[config.mk]
export PLATFORM = sky130hd
export DESIGN_NAME = addsub_seq
export DESIGN_NICKNAME = d
export VERILOG_FILES = /design/src/rtl/addsub_seq_pkg.sv /design/src/rtl/addsub_seq_rca.sv /design/src/rtl/addsub_seq.sv
export SDC_FILE = /design/constraint.sdc
export NUM_CORES = 1
export LEC_CHECK = 0
export BUFFER_PORTS_ARGS = -buffer_cell sky130_fd_sc_hd__buf_2
export CAP_MARGIN = 40
export CORE_UTILIZATION = 28
export DETAILED_ROUTE_END_ITERATION = 12
export PLACE_DENSITY = 0.48
export SETUP_SLACK_MARGIN = 0.02
export SYNTH_ARGS = -nofsm -noshare
export SYNTH_HDL_FRONTEND = slang
export SYNTH_SLANG_ARGS = --single-unit
[constraint.sdc]
create_clock -name clk -period 5 [get_ports clk]
set_input_delay 0 -clock clk [delete_from_list [all_inputs] [get_ports clk]]
set_output_delay 0 -clock clk [all_outputs]
set_load 0.05 [all_outputs]
[src/rtl/addsub_seq_pkg.sv]
// Shared constants for the nibble-serial add/subtract unit.
//   ST_*  : controller state encodings (IDLE, RUN, DONE)
//   OP_*  : operation select encodings carried on the op port
package addsub_seq_pkg;

    localparam logic [1:0] ST_IDLE = 2'd0;
    localparam logic [1:0] ST_RUN  = 2'd1;
    localparam logic [1:0] ST_DONE = 2'd2;

    localparam logic OP_ADD = 1'b0;
    localparam logic OP_SUB = 1'b1;

endpackage

[src/rtl/addsub_seq_rca.sv]
// 4-bit ripple-carry adder slice.
//   a, b   : nibble operands
//   c_in   : carry into bit 0
//   sum    : nibble sum
//   c_out  : carry out of bit 3
module rca (
    input  logic [3:0] a,
    input  logic [3:0] b,
    input  logic       c_in,
    output logic [3:0] sum,
    output logic       c_out
);

    always_comb begin
        {c_out, sum} = {1'b0, a} + {1'b0, b} + {4'b0000, c_in};
    end

endmodule

[src/rtl/addsub_seq.sv]
// Multi-cycle WIDTH-bit add/subtract controller using one 4-bit adder slice.
// Operands are captured on an accepted start, then one nibble is summed per
// clock from LSB to MSB, with the inter-nibble carry held in a register.
//   clk, rst         : rising-edge clock, synchronous active-high reset
//   start, op, a, b  : request (accepted only while ready), 0=add 1=sub
//   ready            : high only in IDLE
//   done             : one-cycle pulse, result and flags valid
//   result           : sum/difference, held until the next operation runs
//   c_out, ovf, zero : final carry (sub: 1 = no borrow), signed overflow, result==0
module addsub_seq
    import addsub_seq_pkg::*;
#(
    parameter int WIDTH = 16
) (
    input  logic             clk,
    input  logic             rst,
    input  logic             start,
    input  logic             op,
    input  logic [WIDTH-1:0] a,
    input  logic [WIDTH-1:0] b,
    output logic             ready,
    output logic             done,
    output logic [WIDTH-1:0] result,
    output logic             c_out,
    output logic             ovf,
    output logic             zero
);

    localparam int NIB  = WIDTH / 4;
    localparam int IDXW = (NIB > 1) ? $clog2(NIB) : 1;

    if ((WIDTH < 4) || ((WIDTH % 4) != 0)) begin : g_width_check
        $error("addsub_seq: WIDTH must be a multiple of 4 and at least 4");
    end

    logic [1:0]       state_q,  state_d;
    logic [IDXW-1:0]  idx_q,    idx_d;
    logic             carry_q,  carry_d;
    logic [WIDTH-1:0] a_q,      a_d;
    logic [WIDTH-1:0] b_q,      b_d;
    logic [WIDTH-1:0] result_q, result_d;
    logic             c_out_q,  c_out_d;
    logic             ovf_q,    ovf_d;
    logic             zero_q,   zero_d;

    logic [3:0] slice_a, slice_b, slice_sum;
    logic       slice_co;

    // b is stored pre-inverted for subtract; the +1 comes from the initial carry.
    assign slice_a = a_q[{idx_q, 2'b00} +: 4];
    assign slice_b = b_q[{idx_q, 2'b00} +: 4];

    rca u_rca (
        .a     (slice_a),
        .b     (slice_b),
        .c_in  (carry_q),
        .sum   (slice_sum),
        .c_out (slice_co)
    );

    always_comb begin
        state_d  = state_q;
        idx_d    = idx_q;
        carry_d  = carry_q;
        a_d      = a_q;
        b_d      = b_q;
        result_d = result_q;
        c_out_d  = c_out_q;
        ovf_d    = ovf_q;
        zero_d   = zero_q;

        case (state_q)
            ST_IDLE: begin
                if (start) begin
                    a_d     = a;
                    b_d     = (op == OP_SUB) ? ~b : b;
                    carry_d = op;
                    idx_d   = '0;
                    state_d = ST_RUN;
                end
            end
            ST_RUN: begin
                result_d[{idx_q, 2'b00} +: 4] = slice_sum;
                carry_d = slice_co;
                idx_d   = idx_q + 1'b1;
                if (idx_q == IDXW'(NIB - 1)) begin
                    c_out_d = slice_co;
                    // Operand signs agree but the result sign differs.
                    ovf_d   = (a_q[WIDTH-1] == b_q[WIDTH-1]) && (slice_sum[3] != a_q[WIDTH-1]);
                    zero_d  = (result_d == '0);
                    idx_d   = '0;
                    state_d = ST_DONE;
                end
            end
            ST_DONE: begin
                state_d = ST_IDLE;
            end
            default: begin
                state_d = ST_IDLE;
            end
        endcase
    end

    always_ff @(posedge clk) begin
        if (rst) begin
            state_q  <= ST_IDLE;
            idx_q    <= '0;
            carry_q  <= 1'b0;
            a_q      <= '0;
            b_q      <= '0;
            result_q <= '0;
            c_out_q  <= 1'b0;
            ovf_q    <= 1'b0;
            zero_q   <= 1'b0;
        end else begin
            state_q  <= state_d;
            idx_q    <= idx_d;
            carry_q  <= carry_d;
            a_q      <= a_d;
            b_q      <= b_d;
            result_q <= result_d;
            c_out_q  <= c_out_d;
            ovf_q    <= ovf_d;
            zero_q   <= zero_d;
        end
    end

    assign ready  = (state_q == ST_IDLE);
    assign done   = (state_q == ST_DONE);
    assign result = result_q;
    assign c_out  = c_out_q;
    assign ovf    = ovf_q;
    assign zero   = zero_q;

endmodule

==> summary.md, run 1 <==
| Metric | Value |
|---|---|
| Status | completed |
| Hold Crit Class | primary input to register |
| Final setup viols | 0 |
| Die Span Y | 100.8 um |
| NumNets Final | 429 |
| EDFF count, synth | 0 |
| Yosys reg bits | 56 |
| Power Density | 270.6 nW/um^2 |
| Share of cells above drive strength 1 | 0.2063 |
| Setup TNS | 0 ps |
| Synth Instances | 303 |
| Main combinational cell family by area after synthesis | simple AND/OR/NAND/NOR gates |
| Final Cycle Share | 0.5815 |
| Fmax | 343.9 MHz |
| CTS tree | built |
| Initial antenna violation count | 0 |
| RSZ-0062 raised after global routing | no |
| Clock transition at path regs | 110 ps |
| Fin worst setup slack | 2093 ps |
| CP Data Arrival Time | 3140 ps |
| Total of max-cap violations | 0 |
| Slew Viols, Final | 0 |
| Slew margin rel. | 0.5592 |
| Hold buffers post-CTS | 32 |
| Kind of critical path | register to register |
| Slowest CP cell | dfxtp_1 |
| Async set or reset register ratio after synthesis | 0 |
| DR pass1 iterations | 4 |
| Post-Syn Nets | 350 |
| Setup crit start kind | register |
| Critical Path, Cell by Cell | buf_4, mux4_2, ha_1, a21oi_1, a21boi_1, or4_1, a311oi_1 |
| Synth unique cells | 39 |
| Post-cts sizing count | 0 |
| Simple logic cell fraction of the synthesized area | 0.1988 |
| ANT cells | 0 |
| Worst slew pin tran | 659.6 ps |
| Worst-Skew Late Latency | 310 ps |
| Synth Cell Area | 2731 um^2 |
| Core Region | 9328 um^2 |
| Synthesis Warnings | 0 |
| Clock tree sinks | 56 |
| Synth top area cells | dfxtp_1 41%, mux4_2 6.6%, nand2_1 6.0% |
| Fillers | 1,018 |
| Crit-path max FO | 14 |
| XOR/XNOR Fraction of Synth Area | 0.05451 |
| Slowest stage delay, CP | 540 ps |
| # H-tree levels | 2 |
| # rows | 35 |
| Layout area overhead | 29.64% |
| Clk_skew | 9.395 ps |
| Dpl ws | 2104 ps |
| VDD IR max | 112.4 uV |
| Storage cell area | 1121 um^2 |
| Share of the synthesized area in the top cell type | 0.4104 |
| Crit end category | register |
| WL final | 7018 um |
| Share of the yosys chip area belonging to registers | 0.4104 |
| First-pass GRT wire length | 11,670 um |
| CTS buffer count | 5 |
| Synth area leader | dfxtp_1 |
| Final antenna-violating net count | 0 |
| Largest net degree at the start of global routing | 38 |
| Synthesized-area fraction occupied by adder cells | 0.05589 |
| Clock root cell | clkbuf_8 |
| Post-synthesis mux area share | 0.07329 |
| Vias | 2,432 |
| Initial DRC Count | 84 |
| Fin. Hold Viols | 0 |
| Post-synthesis compound-gate area fraction | 0.1599 |
| Syn avg cell area | 9.014 um^2 |
| Vias in the first global route | 2,391 |
| LEAKAGE | 1.385 nW |
| Top FF cell, synth | dfxtp_1 |
| Setup Buffers After CTS | 0 |
| DIE AREA | 10,150 um^2 |
| Min Hold Slack | 131.5 ps |
| Clock period minus worst slack | 2907 ps |
| HPWL Detailed | 4982 um |
| Gp weighted congestion | 0.7664 |
| Gr usage total | 0.1477 |
| Initial Util | 0.2928 |
| Top Ports | 57 |
| Area occupied by multi-input gates | 1481 um^2 |
| Clock Tree Buf Depth | 2 |
| Remaining global-route overflow | 0 |
| Req. time, crit path | 5230 ps |
| Via density | 4.750 |
| WL per Instance | 13.71 um |
| Die Wd | 100.8 um |
| # port buffers | 56 |
| DRC viols | 0 |
[where the power goes]
part / switching [mW] / internal, mW
registers: 0.0189 / 0.471
logic: 0.110 / 0.0932
clock network: 0.162 / 0.103
total: 0.291 / 0.667
[path summary, 6_finish.rpt]
kind	from	endpoint	slack, ps	cells after the start
setup / recovery	idx_q[0]	ovf	2090	7
hold reg to reg	a_q[9]	a_q[9]	460	2
setup reg to reg	idx_q[0]	ovf	2090	7
hold / removal	rst	state_q[0]	130	2
[area by class of cell]
cell class                 count  share of cell area
multi-input combinational    217              0.4184
sequential                    56              0.3166
timing repair buffer          92              0.1816
tap                          129             0.04558
clock buffer                   5             0.01943
inverter                      10             0.01060
clock inverter                 3            0.007774
[state kept, by name, summed over array words and instances, names as in the netlist]
name     flops
a_q         16
b_q         16
result      16
idx_q        2
state_q      2
c_out        1
carry_q      1
ovf          1
zero         1
[critical path: cells and delay by family, from the launching register on]
family / cells / cell delay (ps)
flops: 1 / 540
compound gates: 3 / 630
fa+ha+maj: 1 / 360
simple gates: 1 / 490
mux: 1 / 520
buf+inv: 1 / 290
[layout by cell type (no fill, tap or decap), types with 2 or more instances in the layout]
| master | Yosys | routed |
|---|---|---|
| o21ai_0 | 2 | 2 |
| mux2i_1 | 2 | 2 |
| clkbuf_8 | 0 | 5 |
| nand3_1 | 5 | 5 |
| nor2_1 | 39 | 39 |
| or4_1 | 4 | 4 |
| a32oi_1 | 4 | 4 |
| dfxtp_1 | 56 | 56 |
| nand2_1 | 44 | 44 |
| mux4_2 | 8 | 8 |
| and4bb_2 | 3 | 3 |
| buf_2 | 7 | 56 |
| fa_1 | 2 | 2 |
| a22oi_1 | 8 | 8 |
| a21oi_1 | 21 | 21 |
| buf_4 | 0 | 3 |
| or3_1 | 2 | 2 |
| ha_1 | 9 | 9 |
| nand3b_1 | 5 | 5 |
| inv_1 | 10 | 10 |
| a211oi_1 | 18 | 18 |
| and2_1 | 2 | 2 |
| o31a_1 | 4 | 4 |
| dlygate4sd3_1 | 0 | 32 |
| xnor2_1 | 17 | 17 |
| nor3_1 | 3 | 3 |
| nor2b_1 | 3 | 3 |
[through the flow]
stage | utilization | total power, mW | cell area, um^2 | instances
floorplan | - | 0.6323 | 2731 | 303
global placement | 0.3328 | 0.6824 | 3104 | 471
detailed placement | 0.3349 | 0.6864 | 3124 | 472
CTS | 0.3796 | 0.9710 | 3541 | 512
global route | 0.3796 | 1.015 | 3541 | 512
finish | 0.3796 | 0.9582 | 3541 | 512
[routing by layer]
metal | wire length (um) | track usage | up-vias
li1 | - | - | 1231
met1 | 3383 | 0.1872 | 1148
met2 | 3352 | 0.2619 | 48
met3 | 244 | 0.02635 | 5
met4 | 38 | 0.03010 | 0
met5 | 0 | 0 | -
[cells by family (layout without fill, tap and decap cells)]
family,after synthesis,in the layout
xor+xnor,17,17
buf+inv,30,110
fa+ha+maj,11,11
flops,56,56
simple gates,115,115
compound gates,64,64
mux,10,10
[cells in the mapped netlist (3+ instances only)]
master	number
nor2b_1	3
nand3b_1	5
nand3_1	5
nand2_1	44
buf_2	7
clkbuf_1	11
mux4_2	8
a211oi_1	18
nor2_1	39
and4bb_2	3
xnor2_1	17
dfxtp_1	56
nor3_1	3
o31a_1	4
inv_1	10
a32oi_1	4
a22oi_1	8
ha_1	9
a21oi_1	21
or4_1	4
Note: power is estimated with default switching activity, not from simulation.
==> run 2, diff against run 1 <==
==> constraint.sdc (replaced) <==
create_clock -name clk -period 2.7 [get_ports clk]
set_input_delay 0 -clock clk [delete_from_list [all_inputs] [get_ports clk]]
set_output_delay 0 -clock clk [all_outputs]
set_load 0.05 [all_outputs]
==> summary.md, run 2 (synthesis results as in run 1) <==
| Metric | Value |
|---|---|
| Commonest cells after routing, fill and taps aside | 56 x buf_2, 55 x dfxtp_1, 44 x nand2_1, 39 x nor2_1, 31 x dlygate4sd3_1 |
| Largest net degree at the start of global routing | 38 |
| CP Data Arrival Time | 2770 ps |
| Worst-Skew Late Latency | 310 ps |
| RSZ-0062 raised after global routing | yes |
| Initial Util | 0.2928 |
| WL per Instance | 13.49 um |
| Kind of critical path | register to register |
| Initial DRC Count | 83 |
| Crit-path max FO | 5 |
| Total of max-cap violations | 0 |
| DR pass1 iterations | 4 |
| Initial antenna violation count | 0 |
| DIE AREA | 10,150 um^2 |
| Critical Path, Cell by Cell | mux4_2, fa_2, inv_2, fa_1, nor4bb_1, mux2i_1, o2111ai_1, a22oi_1 |
| Die Wd | 100.8 um |
| DRC viols | 0 |
| Status | completed |
| Hold Crit Class | primary input to register |
| Storage cell area | 1125 um^2 |
| Final Cycle Share | 0.9504 |
| Slowest stage delay, CP | 520 ps |
| Area occupied by multi-input gates | 1484 um^2 |
| Die Span Y | 100.8 um |
| VDD IR max | 219.4 uV |
| Fillers | 966 |
| WL final | 7028 um |
| Clock period minus worst slack | 2566 ps |
| Most common cell after layout, fill and taps aside | buf_2 |
| Vias | 2,422 |
| Crit end category | register |
| Slowest CP cell | mux4_2 |
| Setup TNS | 0 ps |
| # port buffers | 56 |
| NumNets Final | 438 |
| Core Region | 9328 um^2 |
| Power Density | 498.2 nW/um^2 |
| Clock Tree Buf Depth | 2 |
| Layout area overhead | 31.93% |
| LEAKAGE | 1.432 nW |
| Slew margin rel. | 0.5816 |
| Final setup viols | 0 |
| CP top delay family | adder cells |
| CTS tree | built |
| # H-tree levels | 2 |
| Fin. Hold Viols | 0 |
| # rows | 35 |
| Slew Viols, Final | 0 |
| ANT cells | 0 |
| Clock transition at path regs | 100 ps |
| Worst slew pin tran | 626.1 ps |
| Clock root cell | clkbuf_8 |
| Gr usage total | 0.1444 |
| Req. time, crit path | 2910 ps |
| Setup crit start kind | register |
| First-pass GRT wire length | 11,400 um |
| Gp weighted congestion | 0.8050 |
| Final antenna-violating net count | 0 |
| Buf+Inv Stages, Crit Path | 1 |
| Post-DP Area | 3176 um^2 |
| Final Cell Area | 3603 um^2 |
| Remaining global-route overflow | 0 |
| Fmax | 389.7 MHz |
| Share of cells above drive strength 1 | 0.2347 |
| Top Ports | 57 |
| HPWL Detailed | 5127 um |
| Via density | 4.649 |
| Vias in the first global route | 2,296 |
| Clock tree sinks | 56 |
| Clk_skew | 7.618 ps |
| CTS buffer count | 5 |
==> run 2: cell count changes in the layout (fill, tap and decap cells not counted), sizes merged <==
cell and change:
buf +10, clkbuf +1, clkinvlp -1, dlygate4sd3 -1
==> run 2: report_power, final <==
part	switching [mW]	total [mW]	internal, mW
combinational	0.209	0.398	0.189
clock	0.285	0.496	0.211
sequential	0.0304	0.902	0.871
total	0.525	1.80	1.27
==> run 2: worst paths after layout <==
check,from,end,slack [ps],cells past startpoint
setup / recovery,idx_q[0],zero,130,8
setup reg to reg,idx_q[0],zero,130,8
hold reg to reg,a_q[13],a_q[13],460,2
hold / removal,b[4],b_q[4],4,3
==> run 2: metal layers <==
| metal | global-route usage | wire (um) | share of wire |
|---|---|---|---|
| met3 | 0.02427 | 262 | 0.037 |
| met1 | 0.1963 | 3402 | 0.48 |
| met4 | 0.03010 | 55 | 0.0078 |
| met5 | 0 | 0 | 0 |
| met2 | 0.2408 | 3308 | 0.47 |
==> run 2: layout make-up <==
type	instances	area share
Sequential cell	56	0.3122
Tap cell	129	0.04479
Multi-Input combinational cell	217	0.4118
Timing Repair Buffer	101	0.1941
Clock inverter	2	0.003819
Clock buffer	6	0.02292
Inverter	10	0.01042
==> run 2: repair_timing <==
action | 4_1_cts | 5_1_grt
setup endpoints to repair | 0 | 3
hold buffers | 31 | 0
gates resized for setup | 0 | 3
hold endpoints to repair | 31 | 0
buffers inserted | 0 | 2
==> run 2: worst min-delay path, stage by stage <==
cell and delay [ps]:
buf_2 80, xnor2_1 120, a211oi_1 70
==> run 2: stage by stage <==
step	util	setup slack [ps]	instances	hold slack, ps	power (mW)
floorplan	-	37.89	303	136.0	1.174
global placement	0.3404	117.5	480	242.6	1.279
detailed placement	0.3404	49.91	480	246.6	1.281
CTS	0.3840	42.17	519	11.99	1.806
global route	0.3863	0.07327	521	10.54	1.891
finish	0.3863	134.1	521	3.761	1.795
